## src/rtl/psum_out_serializer.sv

```systemverilog
// Row-to-element serializer for the core's psum output: a depth-row FIFO feeding a
// holding register streamed one element per cycle. Optional ReLU via PSUM_OUT_RELU_EN.
module psum_out_serializer #(
  parameter int col     = 8,
  parameter int psum_bw = 16,
  parameter int depth   = 4
) (
  input  logic                     clk,
  input  logic                     reset,
  input  logic                     in_valid,
  input  logic [psum_bw*col-1:0]   in_data,
  output logic                     in_ready,
  output logic                     out_valid,
  input  logic                     out_ready,
  output logic [psum_bw-1:0]       out_data,
  output logic [$clog2(col)-1:0]   out_col,
  output logic                     out_last,
  output logic [15:0]              row_count
);
  localparam int CW = $clog2(col);
  localparam int PW = $clog2(depth);
  localparam int OW = PW + 1;

  typedef logic [col-1:0][psum_bw-1:0] row_t;
  typedef enum logic {IDLE, STREAM} state_t;

  row_t            mem [depth];
  row_t            hold;
  logic [PW-1:0]   wptr, rptr;
  logic [OW-1:0]   occ;
  logic [CW-1:0]   col_idx;
  state_t          state, state_nx;
  logic            full, empty, push, pop, last, fire;
  logic [psum_bw-1:0] elem;

  assign full     = (occ == OW'(depth));
  assign empty    = (occ == '0);
  assign in_ready = !full && !reset;
  assign push     = in_valid && in_ready;
  assign last     = (state == STREAM) && (col_idx == CW'(col - 1));
  assign fire     = (state == STREAM) && out_ready;

  // Pop either from IDLE or on the last handshake, so rows chain without a bubble.
  always_comb begin
    state_nx = state;
    pop      = 1'b0;
    case (state)
      IDLE: if (!empty) begin
        pop      = 1'b1;
        state_nx = STREAM;
      end
      STREAM: if (fire && last) begin
        if (!empty) pop = 1'b1;
        else        state_nx = IDLE;
      end
      default: state_nx = IDLE;
    endcase
  end

  // Storage carries no reset; pointers and occupancy define what is valid.
  always_ff @(posedge clk) begin
    if (push) mem[wptr] <= in_data;
  end

  always_ff @(posedge clk) begin
    if (reset) begin
      state     <= IDLE;
      wptr      <= '0;
      rptr      <= '0;
      occ       <= '0;
      col_idx   <= '0;
      hold      <= '0;
      row_count <= '0;
    end else begin
      state <= state_nx;
      if (push) wptr <= wptr + PW'(1);
      if (pop) begin
        rptr    <= rptr + PW'(1);
        hold    <= mem[rptr];
        col_idx <= '0;
      end else if (fire && !last) begin
        col_idx <= col_idx + CW'(1);
      end
      case ({push, pop})
        2'b10:   occ <= occ + OW'(1);
        2'b01:   occ <= occ - OW'(1);
        default: occ <= occ;
      endcase
      if (fire && last) row_count <= row_count + 16'd1;
    end
  end

  assign elem = hold[col_idx];

`ifdef PSUM_OUT_RELU_EN
  assign out_data = elem[psum_bw-1] ? '0 : elem;
`else
  assign out_data = elem;
`endif

  assign out_valid = (state == STREAM);
  assign out_col   = col_idx;
  assign out_last  = last;

endmodule

```

## config.mk

```make
export PLATFORM = sky130hd
export DESIGN_NAME = psum_out_serializer
export DESIGN_NICKNAME = d
export VERILOG_FILES = /design/src/rtl/psum_out_serializer.sv
export SDC_FILE = /design/constraint.sdc
export NUM_CORES = 1
export LEC_CHECK = 0
export BUFFER_PORTS_ARGS = -buffer_cell sky130_fd_sc_hd__buf_2
export CAP_MARGIN = 20
export CORE_UTILIZATION = 54
export CTS_CLUSTER_DIAMETER = 100
export DETAILED_ROUTE_END_ITERATION = 12
export PLACE_DENSITY_LB_ADDON = 0.2
export RECOVER_POWER = 50
export SLEW_MARGIN = 25
export SYNTH_ARGS = -nofsm -noshare
export SYNTH_HDL_FRONTEND = slang
export SYNTH_SLANG_ARGS = --single-unit
```

## constraint.sdc

```tcl
create_clock -name clk -period 4.6 [get_ports clk]
set_input_delay 0.23 -clock clk [delete_from_list [all_inputs] [get_ports clk]]
set_output_delay 0.23 -clock clk [all_outputs]
set_load 0.01 [all_outputs]
```

* After elaboration in Yosys (flattened, before gate mapping)
Memory sizes are Yosys's and may differ from the RTL's. A register that Yosys moved wholly into a read port is not among the register bits. Index checks and enable logic that the tools add are counted.
Storage, ports and cells: register bits 27, word-level logic and storage cells 41, output and inout port bits 38, bits of input ports 132, memories kept 1, memory bits (writable) 512
Cells by class: $lt $le $gt $ge 1, add/subtract/negate cells 6, bitwise gates (word level) 1, reduce and logical (&&, ||, !) cells 12, muxes and demuxes 10, equality and inequality tests 4
Memories:
- mem | depth 4, width 128, rd ports 1, clocked after memory_dff 1, write ports 1, RTL line 27 | row_t mem [depth];
Operators by type and width (number):
- 16-bit binary-select mux with 3-bit select | 1
- 16-bit by 1-bit adder with 16-bit output, second input constant | 1
- 16-bit two-way mux | 1
- 3-bit by 1-bit adder with 3-bit output, second input constant | 2
- 3-bit == test, second input constant | 2
- 1-bit logical AND | 6
- 3-bit one-hot mux with 2 select lines | 1
- 1-bit two-way mux | 5
- 2-bit by 1-bit adder with 2-bit output, second input constant | 2
- 3-bit by 4-bit < comparator with 1-bit output, second input constant | 1
- 1-bit one-hot mux with 2 select lines | 2
- 1-bit zero test | 3
- 3-bit zero test | 1
- 3-bit by 1-bit subtractor with 3-bit output, second input constant | 1
- 2-bit by 1-bit == test with 1-bit output, second input constant | 1
- 2-bit == test, second input constant | 1
- 2-bit nonzero test | 1
- 2-bit OR reduction | 1
- 1-bit NOT | 1

* Longest topological paths before layout
depth in word-level cells 7, depth in mapped cells 11

* Least setup slack after synthesis
Ideal clock, no wire load.
path type reg2reg, start register occ[0], end memory mem[1][0] (netlist bit) (enable), setup slack 0.019 ns, required time 4.098 ns, path buffers 0, cell stages (with the launch flop) 4, arrival time 4.079 ns, setup time 0.502 ns, path through dfxtp_1 nor2_1 a211oi_1 and2_1
Between the ends: cells in the longest elaborated chain, start to end 6
RTL lines:
- start, declared | RTL line 30 | logic [OW-1:0] occ;
- start signal, assigned | RTL line 85 | 2'b10: occ <= occ + OW'(1);
- start signal, assigned | RTL line 86 | 2'b01: occ <= occ - OW'(1);
- 3-bit == test | RTL line 36 | assign full = (occ == OW'(depth));
- 1-bit zero test | RTL line 38 | assign in_ready = !full && !reset;
- 1-bit logical AND | RTL line 38
- 1-bit logical AND | RTL line 39 | assign push = in_valid && in_ready;
- 1-bit two-way mux | RTL line 62 | if (push) mem[wptr] <= in_data;
- 1-bit two-way mux (implied by the code) | RTL line 62
- end, declared | RTL line 27
No other way between the ends.

* Worst setup path in the final report
start register col_idx[0] (netlist: out_col[0]), end output port out_data[11]
Between the ends: cells in the longest elaborated chain, start to end 2
RTL lines:
- start, declared | RTL line 31 | logic [CW-1:0] col_idx;
- start signal, assigned | RTL line 82 | col_idx <= col_idx + CW'(1);
- 16-bit binary-select mux with 3-bit select | RTL line 93 | assign elem = hold[col_idx];
- 16-bit two-way mux (implied by the code) | RTL line 93
- end, declared | RTL line 15 | output logic [psum_bw-1:0] out_data,
No other way between the ends. The select of a mux whose other input is x is not followed.

==> reports/qor.txt <==
Yosys warning count: 0
Failing checks: capacitance limit, slew limit
F_max: 293.1 MHz
Power share of the clock group: 0.324
Psw: 0.004680 W
Sequential fraction of design power: 0.464
Placeable Area: 0.04558 mm²
Tightest Pin Transition: 1.694 ns
Worst-path clk slew: 0.06 ns
Final GP Congestion: 0.8115
Clock skew: 0.02501 ns
Vias in the first global route: 13,512
Syn Area/Cell: 17.53 µm²
Top-area cell type share of the netlist area: 0.6143
Row cnt: 78
Netlist cell types: 37
Maximum clock insertion buffer count: 3
Routed Antenna Nets: 0
Clock Latency Late Sink: 0.59 ns
I/O Pins: 170
Pleak: 9.657 nW
Final Net Count: 1,877
Cell Pwr Density: 555.9 mW/mm²
Tmin final: 3.412 ns
Critical Path Fanout Max: 34
Post-synth top cells: 512 x edfxtp_1, 262 x nand2_1, 160 x mux4_2
DR iter-0 viols: 1,210
Overall die width: 217.3 µm
Critical Path Sink Type: primary output
Hold Path Origin: in_valid
CP startpoint: out_col[0]$_SDFFE_PP0P_
RSZ-0062 raised after global routing: false
Area leader, netlist: edfxtp_1
# clock sinks: 667
Reg-to-reg setup timing slack: 1.46 ns
Seq/Total Area, Yosys: 0.7383
GRT overflow: 0
DIE HEIGHT: 217.3 µm
Asr flop ratio synth: 0
Max Cap Viol: 1
Drt first pass iters: 5
Status: finished, violations left
Initial Utilization: 0.5491
Die Area: 0.04721 mm²
Setup Fix Bufs, Post-CTS: 0
Setup TNS: 0 ns
EDFF count, synth: 512
Largest net degree at the start of global routing: 93
#FFs+latches synth: 667
First-pass GRT wire length: 83,120 µm
P&R area growth vs syn: 19.24%
Startpoint Class: register
Port Buffers: 169
Layout cells sized above 1: 0.1839
Antenna violations before repair: 0
Average wire per cell in the routed design: 22.94 µm
CTS tree: built
Post-CTS Hold Buffers: 129
Fin. max-slew vios: 81
Vias/cell: 5.696
Top cells by area, synth: edfxtp_1 61%, mux4_2 14%, dfxtp_1 12%
Switch share: 0.2821
Wirelength, routed: 54,810 µm
Worst Hold Depth: 5
Final Hold Viols: 0
Max_slew headroom: -0.1295
CTS Root Cell: clkbuf_16
Mapped Cells: 1,428
Syn Nets: 1,569
Mapped Area: 0.02503 mm²
Post-CTS sizing: 0
WS Path Type: register to primary output
Tcrit/Tclk final: 0.7417
DP Area: 0.02656 mm²
Combinational Power Share: 0.213
Dpl hpwl: 33,280 µm
HP Class: primary input to register
CTS Buf Count: 67
Setup-failing EPs final: 0
Pint: 0.01191 W
Final non-filler cell area: 0.02984 mm²
Predominant post-synthesis flop cell: edfxtp_1
Arrival time at the worst endpoint: 3.18 ns
Reg2reg path depth: 10
H-tree depth: 3
Post-route DRC violation count: 0
Antenna diodes: 0
Via count: 13,607
Peak supply drop: 0.0003312 V
Worst r2r src: out_col[0]$_SDFFE_PP0P_
Fillers: 3,210
Required time of the critical path: 4.37 ns
Most frequent cell after synthesis: edfxtp_1
Tot GR Track Use: 0.2388
[registers in the layout, indices dropped and copies added, names as in the netlist]
| name | flops |
|---|---|
| hold | 128 |
| mem | 512 |
| occ | 3 |
| out_col | 3 |
| out_valid | 1 |
| row_count | 16 |
| rptr | 2 |
| wptr | 2 |
[worst max-delay path, stage by stage (launching register included)]
cell	delay (ns)
dfxtp_1	0.33
clkbuf_2	1.03
mux4_2	0.68
mux2_2	0.36
buf_2	0.16
[final timing paths]
kind,to
max,out_data[11]
min,wptr[1]$_SDFFE_PP0P_
max reg2reg,occ[2]$_SDFFE_PP0P_
min reg2reg,hold[100]$_SDFFE_PP0P_
[cells by family after synthesis]
family          after synthesis  synth area share
flops                       667            0.7383
simple gates                318           0.05210
mux                         183            0.1541
compound gates              143           0.02900
buf+inv                      94           0.01675
xor+xnor                     14          0.004900
fa+ha+maj                     9          0.004800
[cell usage in the layout, fill, tap and decap left out, drive strengths merged, types with 3 or more instances in the layout]
| cell type | instances |
|---|---|
| o21ai | 5 |
| mux4 | 160 |
| bufinv | 4 |
| clkbuf | 251 |
| or3 | 6 |
| a21oi | 135 |
| mux2i | 4 |
| xnor2 | 6 |
| nor2b | 3 |
| ha | 8 |
| edfxtp | 512 |
| nand3 | 8 |
| mux2 | 19 |
| clkinv | 16 |
| nand2 | 262 |
| nor3 | 6 |
| and2 | 5 |
| xor2 | 8 |
| dfxtp | 155 |
| dlygate4sd3 | 129 |
| nor2 | 18 |
| inv | 9 |
| buf | 46 |
[power by group through the flow]
stage	clock network, W	registers, W	logic [W]
finish	0.00537	0.00769	0.00353
global route	0.00570	0.00777	0.00384
CTS	0.00546	0.00772	0.00352
detailed placement	0	0.00784	0.00341
global placement	0	0.00782	0.00337
floorplan	0	0.00759	0.00249
[stage by stage]
step	hold WS (ns)	instances	power [W]	worst slack (ns)	utilization
after CTS	0.08538	2388	0.01670	1.450	0.6588
final	0.1205	2389	0.01659	1.188	0.6548
after floorplan	0.3289	1428	0.01009	0.01896	-
after global routing	0.1731	2389	0.01730	0.9623	0.6548
after global placement	0.4405	2137	0.01119	1.470	0.5827
after detailed placement	0.4459	2137	0.01126	1.452	0.5827
[routing by layer]
layer / vias to the layer above / track usage / share of wire
met5: - / 0 / 0
met4: 0 / 0.07113 / 0.020
met3: 62 / 0.04836 / 0.072
met2: 470 / 0.3501 / 0.46
met1: 6964 / 0.3642 / 0.45
li1: 6111 / - / -
[area by class of cell]
| type | count | area (µm²) | area share |
|---|---|---|---|
| clock inverters | 20 | 190.2 | 0.006373 |
| inverters | 9 | 36.28 | 0.001216 |
| well taps | 600 | 750.7 | 0.02516 |
| multi-input cells | 667 | 6131 | 0.2054 |
| repair buffers | 324 | 2263 | 0.07585 |
| flip-flops and latches | 667 | 18490 | 0.6194 |
| clock buffers | 102 | 1986 | 0.06654 |
Power figures use the tool's default switching activity.
